**config.mk**
```make
export PLATFORM = sky130hd
export DESIGN_NAME = seq_pattern_tx
export DESIGN_NICKNAME = d
export VERILOG_FILES = /design/src/rtl/seq_pattern_tx.sv
export SDC_FILE = /design/constraint.sdc
export NUM_CORES = 1
export LEC_CHECK = 0
export CAP_MARGIN = 10
export CORE_ASPECT_RATIO = 0.9
export CORE_MARGIN = 2
export CORE_UTILIZATION = 26
export CTS_BUF_LIST = sky130_fd_sc_hd__clkbuf_16
export DETAILED_ROUTE_END_ITERATION = 6
export SYNTH_ARGS = -nofsm -noshare
export SYNTH_HDL_FRONTEND = slang
export SYNTH_SLANG_ARGS = --single-unit
```
**constraint.sdc**
```tcl
create_clock -name clk -period 3.3 [get_ports clk]
set_clock_uncertainty 0.1 [all_clocks]
set_input_delay 0.495 -clock clk [delete_from_list [all_inputs] [get_ports clk]]
set_output_delay 0.495 -clock clk [all_outputs]
set_load 0.005 [all_outputs]
```
**src/rtl/seq_pattern_tx.sv**
```systemverilog
// seq_pattern_tx: bit-serial pattern source for the 10101 sequence detector.
// Latches a PAT_W-bit pattern on start and shifts it out MSB first, optionally
// repeating the frame with idle-low gaps between frames. All outputs are registered.
module seq_pattern_tx #(
    parameter int                PAT_W       = 5,
    parameter logic [PAT_W-1:0]  DEFAULT_PAT = 5'b10101,
    parameter int                CNT_W       = 4,
    parameter int                GAP_CYC     = 0
) (
    input  logic             clk,
    input  logic             reset,
    input  logic             start,
    input  logic             use_default,
    input  logic [PAT_W-1:0] pattern,
    input  logic [CNT_W-1:0] repeat_cnt,
    input  logic             abort,
    output logic             d_out,
    output logic             valid_out,
    output logic             busy,
    output logic             done
);

    localparam int BIT_W = $clog2(PAT_W);
    localparam int GAP_W = (GAP_CYC > 1) ? $clog2(GAP_CYC) : 1;
    localparam logic [BIT_W-1:0] LAST_BIT = BIT_W'(PAT_W - 1);
    localparam logic [GAP_W-1:0] LAST_GAP = GAP_W'((GAP_CYC > 0) ? GAP_CYC - 1 : 0);

    typedef enum logic [1:0] {
        IDLE = 2'd0,
        SEND = 2'd1,
        GAP  = 2'd2,
        FIN  = 2'd3
    } state_t;

    state_t             state, state_nxt;
    logic [PAT_W-1:0]   pat_q, pat_nxt;
    logic [PAT_W-1:0]   shreg, shreg_nxt;
    logic [BIT_W-1:0]   bit_cnt, bit_nxt;
    logic [GAP_W-1:0]   gap_cnt, gap_nxt;
    logic [CNT_W-1:0]   frame_cnt, frame_nxt;
    logic               d_nxt, valid_nxt, busy_nxt, done_nxt;
    logic [PAT_W-1:0]   sel_pat;

    assign sel_pat = use_default ? DEFAULT_PAT : pattern;

    // State and datapath registers; outputs are held here so nothing is combinational to a pin.
    always_ff @(posedge clk or posedge reset) begin
        if (reset) begin
            state     <= IDLE;
            pat_q     <= '0;
            shreg     <= '0;
            bit_cnt   <= '0;
            gap_cnt   <= '0;
            frame_cnt <= '0;
            d_out     <= 1'b0;
            valid_out <= 1'b0;
            busy      <= 1'b0;
            done      <= 1'b0;
        end else begin
            state     <= state_nxt;
            pat_q     <= pat_nxt;
            shreg     <= shreg_nxt;
            bit_cnt   <= bit_nxt;
            gap_cnt   <= gap_nxt;
            frame_cnt <= frame_nxt;
            d_out     <= d_nxt;
            valid_out <= valid_nxt;
            busy      <= busy_nxt;
            done      <= done_nxt;
        end
    end

    // Next-state logic: every branch decides what the outputs show during the following cycle.
    always_comb begin
        state_nxt = state;
        pat_nxt   = pat_q;
        shreg_nxt = shreg;
        bit_nxt   = bit_cnt;
        gap_nxt   = gap_cnt;
        frame_nxt = frame_cnt;
        d_nxt     = 1'b0;
        valid_nxt = 1'b0;
        busy_nxt  = 1'b0;
        done_nxt  = 1'b0;

        case (state)
            IDLE, FIN: begin
                // FIN only lasts one cycle, but a new start may already be accepted in it.
                if (start && !abort) begin
                    state_nxt = SEND;
                    pat_nxt   = sel_pat;
                    frame_nxt = repeat_cnt;
                    shreg_nxt = sel_pat << 1;
                    bit_nxt   = '0;
                    d_nxt     = sel_pat[PAT_W-1];
                    valid_nxt = 1'b1;
                    busy_nxt  = 1'b1;
                end else begin
                    state_nxt = IDLE;
                end
            end

            SEND: begin
                if (abort) begin
                    state_nxt = IDLE;
                end else if (bit_cnt == LAST_BIT) begin
                    if (frame_cnt != '0) begin
                        frame_nxt = frame_cnt - 1'b1;
                        busy_nxt  = 1'b1;
                        if (GAP_CYC > 0) begin
                            state_nxt = GAP;
                            gap_nxt   = '0;
                        end else begin
                            // Back-to-back frames: reload from the latched copy, no bubble.
                            shreg_nxt = pat_q << 1;
                            bit_nxt   = '0;
                            d_nxt     = pat_q[PAT_W-1];
                            valid_nxt = 1'b1;
                        end
                    end else begin
                        state_nxt = FIN;
                        done_nxt  = 1'b1;
                    end
                end else begin
                    d_nxt     = shreg[PAT_W-1];
                    shreg_nxt = shreg << 1;
                    bit_nxt   = bit_cnt + 1'b1;
                    valid_nxt = 1'b1;
                    busy_nxt  = 1'b1;
                end
            end

            GAP: begin
                if (abort) begin
                    state_nxt = IDLE;
                end else if (gap_cnt == LAST_GAP) begin
                    state_nxt = SEND;
                    shreg_nxt = pat_q << 1;
                    bit_nxt   = '0;
                    d_nxt     = pat_q[PAT_W-1];
                    valid_nxt = 1'b1;
                    busy_nxt  = 1'b1;
                end else begin
                    gap_nxt  = gap_cnt + 1'b1;
                    busy_nxt = 1'b1;
                end
            end

            default: begin
                state_nxt = IDLE;
            end
        endcase
    end

endmodule
```
* Word-level counts from Yosys, hierarchy flattened
Index checks and enable logic that the tools add are counted.
** Operators by class
- Multiplexer cells :: 48
- Add/sub/neg operators :: 3
- Bitwise operators :: 1
- Equality and inequality tests :: 14
- Reduce and logical (&&, ||, !) cells :: 11
** Operators with widths (count)
- $mux W5 :: 7
- $mux W1 :: 19
- $mux W3 :: 6
- $mux W4 :: 4
- $pmux W5 S3 :: 1
- $ne A2 B2 Y1 const B :: 6
- $ne A3 B3 Y1 const B :: 4
- $mux W2 :: 5
- $reduce_and A5 Y1 :: 2
- $pmux W1 S3 :: 3
- $pmux W3 S3 :: 1
- $pmux W4 S2 :: 1
- $pmux W2 S3 :: 1
- $eq A2 B2 Y1 const B :: 2
- $reduce_and A2 Y1 :: 2
- $reduce_bool A4 Y1 :: 1
- $sub A4 B1 Y4 const B :: 1
- $add A3 B1 Y3 const B :: 1
- $eq A3 B3 Y1 const B :: 1
- $reduce_and A3 Y1 :: 1
- $eq A2 B1 Y1 const B :: 1
- $logic_not A2 Y1 :: 1
- $reduce_bool A2 Y1 :: 1
- $reduce_or A2 Y1 :: 1
- 4 further kinds :: 4
** Storage, ports and cells
- Bits of input ports :: 14
- Flip-flop bits (word level) :: 24
- Logic and storage cells :: 87
- Output and inout port bits :: 4

* Logic depth before layout (Yosys ltp)
- Depth after elaboration :: 5
- Depth in mapped cells :: 7

* Worst setup path before layout
No wires, ideal clock.
- Kind :: reg2reg
- From :: register frame_cnt[0]
- To :: register shreg[1]
- Period minus slack after synthesis :: 1.706 ns
- Data arrival time :: 1.481 ns
- Library setup time :: 0.125 ns
- Cell stages (with the launch flop) :: 7
- Slack :: 1.594 ns
- Buffers on the path :: 0
- Required time :: 3.075 ns
- Cells stage by stage :: dfrtp_1 > inv_1 > ha_1 > nor3b_4 > nand4_2 > nand2_4 > mux2_4
** Between the ends
- Word-level cells in the longest chain between the ends :: 3
** RTL lines
- start, declared :: RTL line 40 : logic [CNT_W-1:0] frame_cnt, frame_nxt;
- start signal, assigned :: RTL line 65 : frame_cnt <= frame_nxt;
- $reduce_bool A4 Y1 :: RTL line 107 : if (frame_cnt != '0) begin
- $ne A3 B3 Y1 (no source line)
- $reduce_and A5 Y1 (no source line)
- end signal, assigned :: RTL line 62 : shreg <= shreg_nxt;
- end, declared :: RTL line 37 : logic [PAT_W-1:0] shreg, shreg_nxt;
No other way between the ends.
A chain may end at the register's enable or synchronous reset.

* Worst setup path after layout
- From :: register state[1]
- To :: register bit_cnt[2]
** Between the ends
- Word-level cells in the longest chain between the ends :: 4
- Elaborated cells on any way between the ends :: 12
** RTL lines
- start, declared :: RTL line 35 : state_t state, state_nxt;
- start signal, assigned :: RTL line 60 : state <= state_nxt;
- $eq A2 B2 Y1 / $logic_not A2 Y1 (equally long branches) :: RTL line 86 : case (state)
- $reduce_or A2 Y1 :: RTL line 86
- $ne A2 B2 Y1 (no source line)
- $reduce_and A5 Y1 (no source line)
- end signal, assigned :: RTL line 63 : bit_cnt <= bit_nxt;
- end, declared :: RTL line 38 : logic [BIT_W-1:0] bit_cnt, bit_nxt;
Several ways; a longest one is shown, not always the timed one.

==> impl_results.md <==
* Post-cts resize count at 0
* Gr usage total at 9.72%
* Post-Syn Area at 0.00128 mm2
* Die Y at 70.5 um
* Vias in the first global route at 890
* Average size of a mapped cell at 9.99 um2
* Crit path max-delay family: adder cells
* Sequential share of the synthesized area at 41.1%
* Max Clk Rate at 0.442 GHz
* Worst-path cell chain: inv_1 > ha_1 > o21a_1 > o21ai_4 > and4b_1 > a211o_1
* Clock buffer count from CTS at 3
* Layout cells sized above 1 at 11.3%
* I/O pin count at 18
* CTS Hold Bufs at 0
* Post-Route Setup TNS at 0 ps
* Final Hold Fails at 0
* Synthesis-to-finish area growth at 22.1%
* Synth Net Count at 147
* PortBufs at 17
* Critical Path AT at 2300 ps
* Slack of the critical path at 1040 ps
* Peak VDD IR at 0.323 mV
* Sink Count at 21
* Max-cap violation count at 0
* Minimum clock period at 2260 ps
* Initial antenna violation count at 0
* Ant. Diodes at 0
* Worst Path Max Fanout at 26
* Largest net degree at the start of global routing at 27
* Critical Path Max Stage Delay at 770 ps
* CP required at 3340 ps
* Leading cell type in the layout, fill and taps excluded: dfrtp_1
* Core footprint at 0.00480 mm2
* Root buf cell: clkbuf_16
* Routed vias/inst at 4.74
* Initial Util at 26.6%
* Status: complete, no violations
* Hold Crit Class: register to register
* Max Root-Sink Buffers at 2
* RSZ-0062 raised after global routing: no
* Library cells used by synthesis at 41
* WS Path Type: register to register
* DRT iter0 DRCs at 84
* Relative slew margins at 37.6%
* Worst slew pin tran at 936 ps
* Final Slew Violations at 0
* PD cells at 537 mW/mm2
* Setup violators final at 0
* Via count at 977
* Crit share post-route at 68.5%
* Most frequent cells in the layout: 21 x dfrtp_1, 17 x clkdlybuf4s50_1, 13 x nand2_1
* HPWL after detailed placement at 1840 um
* Avg WL per Cell at 12.4 um
* Number of synthesized flops with an enable pin at 0
* Final Power at 0.838 mW
* Latest clock arrival within the worst-skew pair at 250 ps
* Total wire length at 2550 um
* Clock slew at reported path FFs at 60 ps
* First-pass GRT wire length at 4350 um
* Synth Flop Type: dfrtp_1
* H-tree levels at 1
* # DRC at 0
* Seq cells post-synth at 21
* Setup Buffers After CTS at 0
* Final antenna-violating net count at 0
* Worst path bufs/invs at 1
* Critical Path End Type: register
* Die X at 77.9 um
* Nets at 161
* Drt first pass iters at 7
* # rows at 24
* Die ar. at 0.00550 mm2
* CTS tree: done
* Critical path's slowest cell: ha_1
* Place WS at 1010 ps
* Gp weighted congestion at 0.771
* Pleak at 0.672 nW
* CP Launch Type: register
* Cells after Synth at 128
* Global route total overflow at 0
* Async SR Flop Fraction at 100%
* Ys Warns at 0
-- where the power goes --
part,internal (mW),leakage [nW],switching [mW],total (mW)
Clock,0.163,0.0409,0.0970,0.260
Combinational,0.116,0.365,0.111,0.226
Sequential,0.308,0.267,0.0444,0.352
-- metal layers --
layer	vias to the layer above	wire length, um	global-route usage (%)
li1	488	-	-
met1	456	1230	13.3
met2	31	1140	15.4
met3	2	172	2.93
met4	0	14	1.75
met5	-	0	0
-- Yosys cell counts (2+ instances only) --
| cell type | n | area (um2) |
|---|---|---|
| o21ai_1 | 4 | 20.0 |
| nor2_1 | 4 | 15.0 |
| nand2_1 | 13 | 48.8 |
| ha_1 | 5 | 62.6 |
| buf_2 | 6 | 30.0 |
| a32oi_1 | 2 | 17.5 |
| o2bb2ai_1 | 2 | 17.5 |
| a31oi_1 | 3 | 18.8 |
| nand3_1 | 5 | 25.0 |
| nand4_1 | 3 | 18.8 |
| a211oi_1 | 4 | 30.0 |
| a21oi_1 | 5 | 25.0 |
| nand2b_1 | 6 | 37.5 |
| inv_1 | 9 | 33.8 |
| nor2b_1 | 3 | 18.8 |
| mux2i_1 | 6 | 60.1 |
| mux2_4 | 4 | 60.1 |
| dfrtp_1 | 21 | 526 |
-- cells by family (layout without fill, tap and decap cells) --
| group | count (synthesis) | after routing | synth area share (%) |
|---|---|---|---|
| and+or+nand+nor | 42 | 42 | 19.1 |
| AOI/OAI and AO/OA | 32 | 32 | 18.8 |
| DFF | 21 | 21 | 41.1 |
| buffers and inverters | 18 | 31 | 6.75 |
| muxes | 10 | 10 | 9.39 |
| adders and majority gates | 5 | 5 | 4.89 |
-- registers in the layout, indices dropped and copies added (netlist names) --
register	flops
d_out	1
done	1
shreg	4
bit_cnt	3
state	2
frame_cnt	4
pat_q	5
busy	1
-- through the flow --
stage / area [um2] / hold slack, ps / cells / utilization, %
finish: 1560 / 392 / 206 / 32.5
global route: 1560 / 419 / 206 / 32.5
CTS: 1560 / 390 / 206 / 32.5
detailed placement: 1480 / 377 / 202 / 30.8
global placement: 1480 / 373 / 202 / 30.8
floorplan: 1280 / 346 / 128 / -
-- worst register-to-register path, cell delays in order, from the launching register on --
cell and delay (ps):
dfrtp_1 380, inv_1 70, ha_1 770, o21a_1 280
o21ai_4 80, and4b_1 210, a211o_1 260
-- final cells by class --
class	count	area (um2)
fill	505	3240
multi-input combinational	89	667
sequential	21	526
timing repair buffer	17	170
tap	65	81.3
clock buffer	3	75.1
inverter	10	37.5
clock inverter	1	5.00
-- worst paths after layout --
check | start | slack, ps | end | depth (start not counted)
hold reg to reg | pat_q[4]$_DFFE_PP0P_ | 390 | pat_q[4]$_DFFE_PP0P_ | 2
setup / recovery | state[1]$_DFFE_PP0P_ | 1040 | bit_cnt[2]$_DFFE_PP0P_ | 6
hold / removal | pat_q[4]$_DFFE_PP0P_ | 390 | pat_q[4]$_DFFE_PP0P_ | 2
min in group asynchronous | reset | 600 | frame_cnt[2]$_DFFE_PP0P_ | 2
setup reg to reg | state[1]$_DFFE_PP0P_ | 1040 | bit_cnt[2]$_DFFE_PP0P_ | 6
max in group asynchronous | reset | 1980 | bit_cnt[2]$_DFFE_PP0P_ | 2
Power figures use the tool's default switching activity.
